`src/rtl/step_dir_pkg.sv`:
```
// Shared definitions for the step/direction receive decoder:
// FSM state encoding, readback addresses and direction polarity.
package step_dir_pkg;

  typedef enum logic [1:0] {
    ST_IDLE  = 2'd0,
    ST_TRACK = 2'd1,
    ST_STALL = 2'd2
  } state_t;

  localparam logic [3:0] RA_STATUS     = 4'd0;
  localparam logic [3:0] RA_POSITION   = 4'd1;
  localparam logic [3:0] RA_STEP_COUNT = 4'd2;
  localparam logic [3:0] RA_PERIOD     = 4'd3;
  localparam logic [3:0] RA_INTERVAL   = 4'd4;
  localparam logic [3:0] RA_PINS       = 4'd5;

  localparam logic DIR_INC = 1'b1;

endpackage

```
`src/rtl/sync_edge.sv`:
```
// Multi-flop synchronizer for one asynchronous input, with rise/fall
// detection against the previous synchronized value.
module sync_edge #(
  parameter int STAGES = 2
) (
  input  logic clk,
  input  logic reset,
  input  logic din,
  output logic sync,
  output logic rise,
  output logic fall
);

  logic [STAGES-1:0] chain;
  logic              prev;

  // synchronizer shift chain and previous-value flop
  always_ff @(posedge clk) begin
    if (reset) begin
      chain <= '0;
      prev  <= 1'b0;
    end else begin
      chain <= {chain[STAGES-2:0], din};
      prev  <= chain[STAGES-1];
    end
  end

  assign sync = chain[STAGES-1];
  assign rise = sync & ~prev;
  assign fall = ~sync & prev;

endmodule

```
`src/rtl/step_dir_decoder.sv`:
```
// Step/direction receive decoder: synchronizes step/dir, tracks position and
// step count, measures step period and flags pulse-width/setup/wrap errors.
module step_dir_decoder #(
  parameter int SYNC_STAGES  = 2,
  parameter int POS_WIDTH    = 32,
  parameter int PERIOD_WIDTH = 24,
  parameter int MIN_PULSE    = 2,
  parameter int DIR_SETUP    = 2
) (
  input  logic                    clk_i,
  input  logic                    reset,
  input  logic                    step_i,
  input  logic                    dir_i,
  input  logic                    enable_i,
  input  logic                    clear_i,
  input  logic [3:0]              raddr_i,
  output logic [31:0]             rdata,
  output logic [POS_WIDTH-1:0]    position,
  output logic                    step_strobe,
  output logic [PERIOD_WIDTH-1:0] period,
  output logic                    period_valid,
  output logic                    pw_err,
  output logic                    setup_err,
  output logic                    wrap_err
);
  import step_dir_pkg::*;

  localparam int HC_W = (MIN_PULSE > 0) ? $clog2(MIN_PULSE + 1) : 1;
  localparam int DC_W = (DIR_SETUP > 0) ? $clog2(DIR_SETUP + 1) : 1;
  localparam logic [PERIOD_WIDTH-1:0] IC_MAX  = {PERIOD_WIDTH{1'b1}};
  localparam logic [POS_WIDTH-1:0]    POS_MAX = {1'b0, {(POS_WIDTH-1){1'b1}}};
  localparam logic [POS_WIDTH-1:0]    POS_MIN = {1'b1, {(POS_WIDTH-1){1'b0}}};

  logic s_step, s_dir, step_rise, step_fall, dir_rise, dir_fall;
  logic counted, dir_edge, inc, setup_short;
  state_t state, next_state;
  logic [POS_WIDTH-1:0]    step_count;
  logic [PERIOD_WIDTH-1:0] ic;
  logic [HC_W-1:0]         hc;
  logic [DC_W-1:0]         dc;

  sync_edge #(.STAGES(SYNC_STAGES)) u_step_sync (
    .clk(clk_i), .reset(reset), .din(step_i),
    .sync(s_step), .rise(step_rise), .fall(step_fall)
  );

  sync_edge #(.STAGES(SYNC_STAGES)) u_dir_sync (
    .clk(clk_i), .reset(reset), .din(dir_i),
    .sync(s_dir), .rise(dir_rise), .fall(dir_fall)
  );

  assign counted     = step_rise & enable_i & ~clear_i;
  assign dir_edge    = dir_rise | dir_fall;
  assign inc         = (s_dir == DIR_INC);
  // a dir change seen in the same cycle as the rise counts as zero setup
  assign setup_short = dir_edge | (dc < DC_W'(DIR_SETUP));

  // FSM state register
  always_ff @(posedge clk_i) begin
    if (reset) begin
      state <= ST_IDLE;
    end else begin
      state <= next_state;
    end
  end

  // FSM next-state logic
  always_comb begin
    next_state = state;
    if (clear_i) begin
      next_state = ST_IDLE;
    end else if (!enable_i) begin
      next_state = state;
    end else begin
      case (state)
        ST_IDLE:  next_state = counted ? ST_TRACK : ST_IDLE;
        ST_TRACK: begin
          if (counted) begin
            next_state = ST_TRACK;
          end else if (ic == IC_MAX) begin
            next_state = ST_STALL;
          end else begin
            next_state = ST_TRACK;
          end
        end
        ST_STALL: next_state = counted ? ST_TRACK : ST_STALL;
        default:  next_state = ST_IDLE;
      endcase
    end
  end

  // position, step count, interval timer, period and sticky flags
  always_ff @(posedge clk_i) begin
    if (reset || clear_i) begin
      position     <= '0;
      step_count   <= '0;
      ic           <= '0;
      period       <= '0;
      period_valid <= 1'b0;
      step_strobe  <= 1'b0;
      pw_err       <= 1'b0;
      setup_err    <= 1'b0;
      wrap_err     <= 1'b0;
    end else begin
      step_strobe <= counted;
      if (counted) begin
        position   <= inc ? position + POS_WIDTH'(1'b1) : position - POS_WIDTH'(1'b1);
        step_count <= step_count + POS_WIDTH'(1'b1);
        if ((inc && position == POS_MAX) || (!inc && position == POS_MIN)) begin
          wrap_err <= 1'b1;
        end
        if (setup_short) begin
          setup_err <= 1'b1;
        end
      end
      if (counted) begin
        ic <= '0;
      end else if (enable_i && ic != IC_MAX) begin
        ic <= ic + PERIOD_WIDTH'(1'b1);
      end
      // TRACK measures on each step; a saturated timer invalidates it
      if (counted && state == ST_TRACK) begin
        period       <= (ic == IC_MAX) ? IC_MAX : ic + PERIOD_WIDTH'(1'b1);
        period_valid <= 1'b1;
      end else if (enable_i && state == ST_TRACK && ic == IC_MAX) begin
        period_valid <= 1'b0;
      end
      if (step_fall && hc < HC_W'(MIN_PULSE)) begin
        pw_err <= 1'b1;
      end
    end
  end

  // high-time and dir-stable counters; deliberately untouched by clear_i
  always_ff @(posedge clk_i) begin
    if (reset) begin
      hc <= '0;
      dc <= '0;
    end else begin
      if (!s_step) begin
        hc <= '0;
      end else if (hc < HC_W'(MIN_PULSE)) begin
        hc <= hc + HC_W'(1'b1);
      end
      if (dir_edge) begin
        dc <= '0;
      end else if (dc < DC_W'(DIR_SETUP)) begin
        dc <= dc + DC_W'(1'b1);
      end
    end
  end

  // registered readback mux
  always_ff @(posedge clk_i) begin
    if (reset) begin
      rdata <= 32'd0;
    end else begin
      case (raddr_i)
        RA_STATUS:     rdata <= {27'd0, state, wrap_err, setup_err, pw_err};
        RA_POSITION:   rdata <= 32'(position);
        RA_STEP_COUNT: rdata <= 32'(step_count);
        RA_PERIOD:     rdata <= 32'(period);
        RA_INTERVAL:   rdata <= 32'(ic);
        RA_PINS:       rdata <= {30'd0, s_dir, s_step};
        default:       rdata <= 32'd0;
      endcase
    end
  end

endmodule

```
`config.mk`:
```
export PLATFORM = sky130hd
export DESIGN_NAME = step_dir_decoder
export DESIGN_NICKNAME = d
export VERILOG_FILES = /design/src/rtl/step_dir_pkg.sv /design/src/rtl/sync_edge.sv /design/src/rtl/step_dir_decoder.sv
export SDC_FILE = /design/constraint.sdc
export NUM_CORES = 1
export LEC_CHECK = 0
export ABC_AREA = 1
export ABC_CLOCK_PERIOD_IN_PS = 6050
export CAP_MARGIN = 40
export CORE_AREA = 3 3 150 138
export CTS_CLUSTER_SIZE = 8
export DETAILED_ROUTE_END_ITERATION = 10
export DIE_AREA = 0 0 153 141
export HOLD_SLACK_MARGIN = 0.1
export MAX_ROUTING_LAYER = met4
export PLACE_DENSITY = 0.77
export SYNTH_ARGS = -nofsm -noshare
export SYNTH_HDL_FRONTEND = slang
export SYNTH_SLANG_ARGS = --single-unit
```
`constraint.sdc`:
```
create_clock -name clk_i -period 6.05 [get_ports clk_i]
set_input_delay 0.9075 -clock clk_i [delete_from_list [all_inputs] [get_ports clk_i]]
set_output_delay 0.9075 -clock clk_i [all_outputs]
set_load 0.01 [all_outputs]
```
# ---- Word-level counts from Yosys, hierarchy flattened
# Index checks and enable logic that the tools add are counted.
dict set report word_totals {
  in_bits 10
  reg_bits 161
  word_cells 78
  output_inout_bits 93
}
dict set report op_classes {
  muxes 10
  eq_ne 11
  magnitude_cmp 2
  addsub 6
  n_bitwise 13
  n_reduce_logical 19
}
# operator n
set op_table {}
lappend op_table {{32-bit case mux with 6 select lines} 1}
lappend op_table {{32-bit by 1-bit adder with 32-bit output (second input constant)} 2}
lappend op_table {{32-bit by 31-bit equality test with 1-bit output (second input constant)} 1}
lappend op_table {{32-bit equality test (second input constant)} 1}
lappend op_table {{32-bit 2-to-1 mux} 1}
lappend op_table {{32-bit by 1-bit subtractor with 32-bit output (second input constant)} 1}
lappend op_table {{24-bit by 1-bit adder with 24-bit output (second input constant)} 1}
lappend op_table {{24-bit equality test (second input constant)} 1}
lappend op_table {{24-bit 2-to-1 mux} 1}
lappend op_table {{24-bit != test (second input constant)} 1}
lappend op_table {{4-bit by 2-bit equality test with 1-bit output (second input constant)} 2}
lappend op_table {{4-bit by 3-bit equality test with 1-bit output (second input constant)} 2}
lappend op_table {{2-bit OR reduction} 4}
lappend op_table {{1-bit logical AND} 7}
lappend op_table {{1-bit AND} 6}
lappend op_table {{2-bit 2-to-1 mux} 3}
lappend op_table {{2-bit case mux with 3 select lines} 1}
lappend op_table {{1-bit inverter} 5}
lappend op_table {{2-bit by 1-bit adder with 2-bit output (second input constant)} 2}
lappend op_table {{4-bit by 1-bit equality test with 1-bit output (second input constant)} 1}
lappend op_table {{4-bit logical NOT} 1}
lappend op_table {{2-bit less-than comparator (second input constant)} 2}
lappend op_table {{2-bit AND reduction} 2}
lappend op_table {{1-bit 2-to-1 mux} 3}
lappend op_table {{7 further kinds} 9}

# ---- Longest topological paths before layout
dict set report logic_depth {
  word_depth 6
  depth_mapped 13
  depth_no_buf 13
}

# ---- Hierarchy
# From an unflattened synthesis, not the netlist that was laid out.
dict set report unflattened {
  hier_cells 1554
  hier_area_um2 9668.0
}
# module cells_each area_each_um2 seq_area_each_um2 instances
set by_module_without_submodules {}
lappend by_module_without_submodules {step_dir_decoder 1530 9480.3 3103.0 1}
lappend by_module_without_submodules {sync_edge 12 93.8 60.1 2}

# ---- Worst setup path before layout
# No wires, ideal clock.
dict set report synth_timing {
  path_type {reg2reg}
  from {register u_dir_sync.chain[1]}
  to {register position[29]}
  t_required_ns 5.937
  setup_slack_ns 3.770
  period_less_slack_ns 2.280
  arrival_ns 2.167
  path_stages_with_launch 12
  setup_ns 0.113
  n_path_buf 0
  path_cell_list {dfxtp_1 inv_1 ha_1 or2_2 nand3_1 nand2_1 nand2_1 nand2_1 nand2_1 nand3_1 nand3_1 nand2_1}
}
dict set report synth_between {
  elab_chain_cells 1
}
# element line_no
set synth_lines {}
lappend synth_lines {{start: declaration} sync_edge.sv:14} ;# logic [STAGES-1:0] chain;
lappend synth_lines {{start signal: assignment} sync_edge.sv:23} ;# chain <= {chain[STAGES-2:0], din};
lappend synth_lines {{32-bit 2-to-1 mux} step_dir_decoder.sv:107} ;# position <= inc ? position + POS_WIDTH'(1'b1) : position - POS_WIDTH'(1'b1);
lappend synth_lines {{end signal: assignment} step_dir_decoder.sv:107}
lappend synth_lines {{end: declaration} step_dir_decoder.sv:18} ;# output logic [POS_WIDTH-1:0] position,
# No other way between the ends.
# A chain may end at the register's enable or synchronous reset.

# ---- Worst setup path in the final report
dict set report layout_timing {
  from {input port enable_i}
  to {register period[14]}
}
dict set report layout_between {
  elab_chain_cells 3
}
# element line_no
set layout_lines {}
lappend layout_lines {{start: declaration} step_dir_decoder.sv:14} ;# input logic enable_i,
lappend layout_lines {{1-bit AND (2 in a row)} step_dir_decoder.sv:52} ;# assign counted = step_rise & enable_i & ~clear_i;
lappend layout_lines {{1-bit logical AND} step_dir_decoder.sv:122} ;# if (counted && state == ST_TRACK) begin
lappend layout_lines {{end signal: assignment} step_dir_decoder.sv:123} ;# period <= (ic == IC_MAX) ? IC_MAX : ic + PERIOD_WIDTH'(1'b1);
lappend layout_lines {{end: declaration} step_dir_decoder.sv:20} ;# output logic [PERIOD_WIDTH-1:0] period,
# No other way between the ends.

==> results.toml <==
[outcome]
outcome = "finished, final reports clean"

[layout]
n_antenna_cell = 0
area_growth_pct = 18.9
final_common_cell = "nand2_1"
nets = 1718
utilization_pct = 60.4
final_cell_mix = "nand2_1 (396), inv_1 (301), nor2_1 (214), dfxtp_1 (161), clkdlybuf4s50_1 (102)"
design_area_sq_um = 11600
drive_gt1_share_pct = 3.26

[sta]
slew_violations = 0
max_freq_mhz = 269
slew_headroom_pct = 37.7
rsz0062_at_grt = "no"
finalSetupViolations = 0
clock_skew_ns = 0.0108
finalCritPeriodShare_pct = 61.5
setup_tns_ns = 0
hold_viol = 0
fin_crit_ns = 3.72
tightest_slew_ns = 0.932

[synth]
synth.distinct_cells = 36
synthCells = 1584
synth_edf_count = 0
synth_compound_area_share_pct = 14.4
ys_warn_count = 0
synthMuxAreaShare_pct = 0
synthSimpleGateAreaFrac_pct = 32.1
synthArstFlopShare_pct = 0
synth_xor_xnor_area_share_pct = 2.61
yosysSeqAreaShare_pct = 33.1
synth_top_family_by_area = "simple AND/OR/NAND/NOR gates"
synth_area_sq_um = 9730
synth_adder_area_share_pct = 4.32
ys.flop_type = "dfxtp_1"
yosys_register_bits = 161
avgSynthCellArea_sq_um = 6.15
syn-num-nets = 1627

[critical_path]
endpoint_kind = "register"
startpoint_type = "input port"
worstPathRequired_ns = 6.38
worstPathMaxFanout = 24
crit_arrival_ns = 4.05
crit_type = "input port to register"

[clock_network]
cts-root-buf = "clkbuf_16"
worst_skew_pair.late_latency_ns = 0.43
clk_pin_slew_worst_paths_ns = 0.07
h-tree-depth = 4
cts_setup_buffers = 0
tritoncts = "yes"
ctsResizeCount = 0
cts_buffers = 17
cts_hold_buf = 0
clock-sinks = 161
clock_path_buffers = 2

[power]
combPwrFrac_pct = 8.8
clkPwrFrac_pct = 46.1
netSwitchingPower_uw = 661
ir_drop_v = 0.000152
power.density_nw_per_um2 = 207
leakage_uw = 0.00503
switching_share_pct = 27.6
p_seq_share_pct = 45.0
p_int_uw = 1740

[drt]
drtIter0Drc = 1099
drt_pass1_iterations = 6
ant_nets = 0
vias_per_cell = 5.41
drcViolationCount = 0
routedWlPerCell_um = 16.2
routed_wl_um = 31400
vias = 10500

[floorplan]
start_util_pct = 50.8
die_w_um = 153
core_sq_um = 19200
io_pins = 103
die_y_um = 141
rows = 48
dieArea_sq_um = 21600

[global_route]
grt_pass1_vias = 9502
grt_antenna_before_repair = 0
grt_max_degree = 41
gr-usage-all-layers_pct = 29.3
grt_overflow = 0
grt_pass1_wl_um = 49300

[placed_design]
place_area_sq_um = 11000
hpwl_um = 23900
port_buffers = 102
gp_congestion = 0.965

[min_path]
hold_path_class = "register to register"

[run]
maxCapViolations = 0
==> through the flow <==
stage	hold slack [ns]	total power [uW]	setup WS (ns)	cells
after floorplan	0.388	1250	3.77	1584
after global placement	0.397	1310	2.12	1904
after detailed placement	0.396	1310	1.97	1906
after CTS	0.407	2400	2.42	1938
after global routing	0.425	2480	2.17	1938
final	0.407	2400	2.33	1938
==> layer usage <==
metal	wire, um	up-vias	share of wire [%]	track usage (%)
li1	-	5196	-	-
met3	2770	75	8.8	4.48
met2	14300	491	45	47.2
met4	943	0	3.0	9.85
met1	13400	4728	43	37.9
met5	0	-	0	-
==> worst paths after layout <==
kind	slack [ns]	end	start	cells after the start
worst max-delay path	2.33	period[14]	enable_i	6
worst min-delay path	0.41	u_dir_sync.chain[1]	u_dir_sync.chain[0]	2
worst max register to register	3.11	period[14]	u_step_sync.chain[1]	5
worst min register to register	0.41	u_dir_sync.chain[1]	u_dir_sync.chain[0]	2
==> critical path, cell delays in order <==
cell	delay, ns
clkdlybuf4s50_1	0.69
nand3_1	0.55
nor2_1	0.73
nand2_1	0.69
o21ai_0	0.41
inv_1	0.06
==> flip-flops by register name (all words and copies together) (netlist names) <==
name	cells
setup_err	1
u_dir_sync.chain	2
period_valid	1
step_strobe	1
hc	2
u_step_sync.chain	2
pw_err	1
state	2
ic	24
wrap_err	1
u_step_sync.prev	1
u_dir_sync.prev	1
dc	2
period	24
step_count	32
position	32
rdata	32
==> power by group through the flow <==
stage | logic (uW) | registers, uW | clock network, uW
2_1_floorplan | 147 | 1100 | 0
5_1_grt | 239 | 1080 | 1160
3_5_place_dp | 207 | 1110 | 0
4_1_cts | 208 | 1080 | 1110
6_report | 212 | 1080 | 1110
3_3_place_gp | 203 | 1110 | 0
==> cell families (layout without fill, tap and decap cells) <==
| logic type | after synthesis | in the layout |
|---|---|---|
| AOI/OAI and AO/OA | 256 | 256 |
| DFF | 161 | 161 |
| and+or+nand+nor | 761 | 761 |
| buffers and inverters | 344 | 448 |
| adders and majority gates | 33 | 33 |
| xor gates and xnor gates | 29 | 29 |
==> area by class of cell <==
type	count	area, sq um
Timing Repair Buffer	112	1100
Clock buffer	19	453
Tap cell	250	313
Inverter	304	1140
Multi-Input combinational cell	1079	5200
Fill cell	1836	7580
Sequential cell	161	3220
Clock inverter	13	145
==> synthesized netlist by cell type (8+ instances only) <==
| library cell | instances | area [sq um] |
|---|---|---|
| a21oi_1 | 90 | 450 |
| buf_1 | 8 | 30.0 |
| buf_2 | 9 | 45.0 |
| clkbuf_1 | 19 | 71.3 |
| dfxtp_1 | 161 | 3220 |
| ha_1 | 32 | 400 |
| inv_1 | 301 | 1130 |
| nand2_1 | 396 | 1490 |
| nand3_1 | 79 | 395 |
| nand4_1 | 30 | 188 |
| nor2_1 | 215 | 807 |
| nor3_1 | 29 | 145 |
| o21ai_0 | 89 | 445 |
| o22ai_1 | 60 | 375 |
| xor2_1 | 29 | 254 |
(Power assumes the default switching activity.)
